### src/rtl/ir_fetch_if.sv
// Bus bundle between the fetch sequencer, program memory, the IR and the decoder.
// master = ir_fetch side; slave = memory/IR/decoder side.
interface ir_fetch_if #(
  parameter int AW = 8,
  parameter int DW = 18
);
  logic          mem_rd;
  logic [AW-1:0] mem_addr;
  logic          mem_ack;
  logic [DW-1:0] mem_data;
  logic          wr_IR;
  logic          re_IR;
  logic [DW-1:0] IRin;
  logic          ir_valid;
  logic          dec_ready;
  logic          pc_load;
  logic [AW-1:0] pc_load_val;

  modport master (
    output mem_rd, mem_addr, wr_IR, re_IR, IRin, ir_valid,
    input  mem_ack, mem_data, dec_ready, pc_load, pc_load_val
  );

  modport slave (
    input  mem_rd, mem_addr, wr_IR, re_IR, IRin, ir_valid,
    output mem_ack, mem_data, dec_ready, pc_load, pc_load_val
  );
endinterface

### src/rtl/ir_fetch.sv
// Instruction fetch sequencer: PC, memory read, IR write/read strobes, decoder handshake.
// Optional memory-ack timeout with sticky fetch_err under macro IR_FETCH_TIMEOUT_EN.
module ir_fetch #(
  parameter int AW       = 8,
  parameter int DW       = 18,
  parameter int RESET_PC = 0,
  parameter int TIMEOUT  = 15
) (
  input  logic          clk,
  input  logic          rst,
  input  logic          start,
  input  logic          halt,
  ir_fetch_if.master    bus,
  output logic [AW-1:0] pc,
  output logic          busy,
  output logic          fetch_err
);

  typedef enum logic [2:0] {IDLE, FETCH, WRITE, READ, ISSUE} state_t;

  state_t        state, state_nxt;
  logic          run, run_nxt;
  logic          tmo;
  logic [DW-1:0] ir_q;
  logic          handshake;

  assign handshake    = (state == ISSUE) && bus.dec_ready;
  assign bus.mem_addr = pc;
  assign bus.IRin     = ir_q;

  // halt has the last word over start; a timeout also stops the run
  always_comb begin
    run_nxt = run;
    if (start) run_nxt = 1'b1;
    if (halt || tmo) run_nxt = 1'b0;
  end

  always_ff @(posedge clk or negedge rst) begin
    if (!rst) begin
      state <= IDLE;
      run   <= 1'b0;
      pc    <= AW'(RESET_PC);
      ir_q  <= '0;
    end else begin
      state <= state_nxt;
      run   <= run_nxt;
      if ((state == FETCH) && bus.mem_ack) ir_q <= bus.mem_data;
      if (handshake) pc <= bus.pc_load ? bus.pc_load_val : pc + 1'b1;
    end
  end

  always_comb begin
    state_nxt = state;
    case (state)
      IDLE:    if (start && !halt) state_nxt = FETCH;
      FETCH: begin
        if (bus.mem_ack)  state_nxt = WRITE;
        else if (tmo)     state_nxt = IDLE;
      end
      WRITE:   state_nxt = READ;
      READ:    state_nxt = ISSUE;
      ISSUE:   if (bus.dec_ready) state_nxt = run_nxt ? FETCH : IDLE;
      default: state_nxt = IDLE;
    endcase
  end

  // Strobes decode straight from the state register so reset drops them at once.
  always_comb begin
    bus.mem_rd   = 1'b0;
    bus.wr_IR    = 1'b0;
    bus.re_IR    = 1'b0;
    bus.ir_valid = 1'b0;
    busy         = (state != IDLE);
    case (state)
      FETCH:   bus.mem_rd   = 1'b1;
      WRITE:   bus.wr_IR    = 1'b1;
      READ:    bus.re_IR    = 1'b1;
      ISSUE:   bus.ir_valid = 1'b1;
      default: ;
    endcase
  end

`ifdef IR_FETCH_TIMEOUT_EN
  localparam int CW = $clog2(TIMEOUT + 1);
  logic [CW-1:0] wait_cnt;

  // Expiry on the TIMEOUT-th FETCH cycle; an ack in that cycle still wins.
  assign tmo = (state == FETCH) && !bus.mem_ack && (wait_cnt == CW'(TIMEOUT - 1));

  always_ff @(posedge clk or negedge rst) begin
    if (!rst) begin
      wait_cnt  <= '0;
      fetch_err <= 1'b0;
    end else begin
      wait_cnt <= (state == FETCH) ? wait_cnt + 1'b1 : '0;
      if (tmo)        fetch_err <= 1'b1;
      else if (start) fetch_err <= 1'b0;
    end
  end
`else
  assign tmo       = 1'b0;
  // constant 0: TIMEOUT only has meaning with the timeout counter built in
  assign fetch_err = (TIMEOUT < 0);
`endif

endmodule

### src/flat_wrapper.sv
// flat-port wrapper written by rule: the top's interface ports become plain ports
module ir_fetch_flat 
#(
  parameter int AW       = 8,
  parameter int DW       = 18,
  parameter int RESET_PC = 0,
  parameter int TIMEOUT  = 15
)
  (clk, rst, start, halt, pc, busy, fetch_err, bus_mem_rd, bus_mem_addr, bus_wr_IR, bus_re_IR, bus_IRin, bus_ir_valid, bus_mem_ack, bus_mem_data, bus_dec_ready, bus_pc_load, bus_pc_load_val);
  ir_fetch_if #(.AW(AW), .DW(DW)) bus_i ();
  input  logic clk;
  input  logic rst;
  input  logic start;
  input  logic halt;
  output logic [AW-1:0] pc;
  output logic busy;
  output logic fetch_err;
  output wire logic [$bits(bus_i.mem_rd)-1:0] bus_mem_rd;
  output wire logic [$bits(bus_i.mem_addr)-1:0] bus_mem_addr;
  output wire logic [$bits(bus_i.wr_IR)-1:0] bus_wr_IR;
  output wire logic [$bits(bus_i.re_IR)-1:0] bus_re_IR;
  output wire logic [$bits(bus_i.IRin)-1:0] bus_IRin;
  output wire logic [$bits(bus_i.ir_valid)-1:0] bus_ir_valid;
  input wire logic [$bits(bus_i.mem_ack)-1:0] bus_mem_ack;
  input wire logic [$bits(bus_i.mem_data)-1:0] bus_mem_data;
  input wire logic [$bits(bus_i.dec_ready)-1:0] bus_dec_ready;
  input wire logic [$bits(bus_i.pc_load)-1:0] bus_pc_load;
  input wire logic [$bits(bus_i.pc_load_val)-1:0] bus_pc_load_val;
  assign bus_mem_rd = bus_i.mem_rd;
  assign bus_mem_addr = bus_i.mem_addr;
  assign bus_wr_IR = bus_i.wr_IR;
  assign bus_re_IR = bus_i.re_IR;
  assign bus_IRin = bus_i.IRin;
  assign bus_ir_valid = bus_i.ir_valid;
  assign bus_i.mem_ack = bus_mem_ack;
  assign bus_i.mem_data = bus_mem_data;
  assign bus_i.dec_ready = bus_dec_ready;
  assign bus_i.pc_load = bus_pc_load;
  assign bus_i.pc_load_val = bus_pc_load_val;
  ir_fetch #(.AW(AW), .DW(DW), .RESET_PC(RESET_PC), .TIMEOUT(TIMEOUT)) u_core (.clk(clk), .rst(rst), .start(start), .halt(halt), .bus(bus_i), .pc(pc), .busy(busy), .fetch_err(fetch_err));
endmodule
### config.mk
export PLATFORM = sky130hd
export DESIGN_NAME = ir_fetch_flat
export DESIGN_NICKNAME = d
export VERILOG_FILES = /design/src/rtl/ir_fetch_if.sv /design/src/rtl/ir_fetch.sv /design/src/flat_wrapper.sv
export SDC_FILE = /design/constraint.sdc
export NUM_CORES = 1
export LEC_CHECK = 0
export ABC_AREA = 1
export CAP_MARGIN = 10
export CORE_MARGIN = 3
export CORE_UTILIZATION = 44
export DETAILED_ROUTE_END_ITERATION = 7
export PLACE_DENSITY = 0.91
export SYNTH_ARGS = -nofsm -noshare
export SYNTH_HDL_FRONTEND = slang
export SYNTH_SLANG_ARGS = --single-unit
### constraint.sdc
create_clock -name clk -period 1.83 [get_ports clk]
set_input_delay 0.366 -clock clk [delete_from_list [all_inputs] [get_ports clk]]
set_output_delay 0.366 -clock clk [all_outputs]
set_load 0.005 [all_outputs]
==> reports/qor.txt <==
CTS Hold Bufs: 0
crit path DAT: 1.38 ns
crit-path max FO: 3
ys flop type: dfrtp_1
Post-Synth Adder-Cell Area: 0.00805
Ys Warns: 0
setup TNS: 0 ns
status: finished, final reports clean
worst endpoint required time: 1.46 ns
commonest cells after routing, fill and taps aside: nand2_1 (67), clkdlybuf4s50_1 (66), dfrtp_1 (29), nand3_1 (28), nor2_1 (19)
syn_nets: 234
clk slew on worst S/H paths: 0.09 ns
min-delay worst type: in2async
Pleak: 1.15 nW
FF-to-FF path depth: 6
crit end category: output port
register bit count reported by yosys: 30
CTS buffer count: 5
Die W: 65.5 um
FF-to-FF End: u_core.bus.IRin[17]
Worst R2R Start: u_core.state[1]
GRT Util Overall: 0.205
Final ANT Viol Nets: 0
flop2flop setup slack: 0.23 ns
CTS max path bufs: 2
Clk Latency, worst-skew pair: 0.34 ns
Yosys cell types: 22
Pins Over Slew Limit: 0
Antenna Cells: 0
first-pass GRT wire length: 6.69 mm
Root Driver: clkbuf_4
Max Fclk: 573 MHz
DR DRC count: 0
RSZ-0062 raised after global routing: false
P&R area growth vs syn: 51.8%
sequential-to-total area share from yosys stat: 0.483
proportion of synthesized area in mux cells: 0
Starting DRT DRC Count: 71
Final Setup Violations: 0
ys async rst share: 1.00
Routed WL: 4.02 mm
total power: 3.46 mW
die area: 0.00428 sq mm
Core Footprint: 0.00320 sq mm
vias: 1552
HPWL after DPL: 2.96 mm
Yosys top cell area share: 0.483
Post-Synth XOR/XNOR Area: 0
initial antenna violation count: 0
Initial Util: 0.486
grt ovf: 0
Setup crit start: u_core.state[1]
Final Cycle Share: 0.954
kind of critical path: reg2out
compound-cell area share of the yosys netlist: 0.0571
Max IR drop VDD: 788 uV
cell area after synthesis: 0.00156 sq mm
Synth Area in Simple Gates: 0.351
routability-driven placement congestion ratio: 0.824
# IOs: 73
Clock H-tree levels: 2
mean post-synth cell area: 7.78 sq um
Power per Cell Area: 1460 mW/mm^2
routed vias/inst: 4.90
largest family of logic cells by synthesized area: simple AND/OR/NAND/NOR gates
pin count of the biggest net entering global routing: 31
CP endpoint: bus_mem_rd
First-pass DRT Iterations: 4
Max Cap Viol: 0
Worst Setup Start Kind: flip-flop
CTS tree: done
Max Clock Skew: 0.00400 ns
clk sink count: 30
Avg WL per Cell: 12.7 um
die height: 65.5 um
Gate Count Post-Synth: 200
number of I/O port buffers: 71
cell taking the most area after synthesis: dfrtp_1
share of layout cells above drive strength 1: 0.110
# nets final: 306
Site Rows: 20
dominant cells by area after synthesis: dfrtp_1 (48%), nand2_1 (16%), nand3_1 (9.0%), nor2_1 (4.8%), buf_4 (4.3%)
Final Hold Vio Count: 0
most common cell after layout, fill and taps aside: nand2_1
vias in the first global route: 1482
number of synthesized flops with an enable pin: 0
fin crit period: 1.75 ns
where the power goes:
group          internal, mW  switching, mW
clock network         0.186          0.235
logic                  1.02          0.793
registers             0.963          0.262
metal layers:
metal,track usage,vias to the layer above,share of wire
met5,0,-,0
met4,0.0933,0,0.021
met3,0.0803,8,0.11
met2,0.341,68,0.46
met1,0.230,708,0.41
li1,-,768,-
flip-flops by register name, summed over array words and instances (netlist names):
signal,count
u_core.state,3
u_core.bus.IRin,18
u_core.run,1
u_core.bus.mem_addr,8
how the worst min path moves through the flow:
stage	start	to	slack, ns	cells after the start
2_1_floorplan	rst	u_core.bus.IRin[0]	0.07	0
3_3_place_gp	u_core.bus.IRin[2]	u_core.bus.IRin[2]	0.45	2
3_5_place_dp	u_core.bus.IRin[9]	u_core.bus.IRin[9]	0.46	2
4_1_cts	rst	u_core.bus.IRin[14]	0.44	2
5_1_grt	rst	u_core.bus.IRin[12]	0.46	2
6_report	rst	u_core.bus.mem_addr[5]	0.42	2
Yosys cell counts, types with 2 or more instances:
cell type   n
o21ai_0     6
nor3_4      2
buf_4       9
o21ai_2     2
a21oi_1     3
nand2_1    68
dfrtp_1    30
buf_2       6
o21a_1      2
nand3_1    28
inv_1      14
nor2_1     20
worst max-delay path, cell delays in order (launching register included):
cell	delay, ns
dfrtp_2	0.44
buf_4	0.15
nor3_4	0.17
dlygate4sd2_1	0.28
final cells by class:
class                   count  area, sq um
clock buffers               7         55.1
fillers                   289          842
well taps                  44         55.1
inverters                  15         56.3
clock inverters             1         5.00
flip-flops and latches     30          752
multi-input cells         140          661
repair buffers             80          777
through the flow:
step	worst slack (ns)	hold slack, ns	cell area [sq um]	utilization	std cells
6_report	0.0842	0.421	2360	0.737	317
5_1_grt	0.00573	0.458	2360	0.737	317
4_1_cts	0.0233	0.437	2360	0.736	317
3_5_place_dp	0.141	0.458	2260	0.706	305
3_3_place_gp	0.169	0.453	2260	0.706	305
2_1_floorplan	0.633	0.0704	1560	-	200
timing repair:
action                     4_1_cts  5_1_grt
setup endpoints to repair        5        2
resized for setup               10        2
setup buffers                    4        0
kinds of logic (layout without fill, tap and decap cells):
family / count (synthesis) / in the layout
other cells: 1 / 1
buf+inv: 30 / 103
flops: 30 / 30
compound gates: 15 / 15
fa+ha+maj: 1 / 1
simple gates: 123 / 123
(Power assumes the default switching activity.)
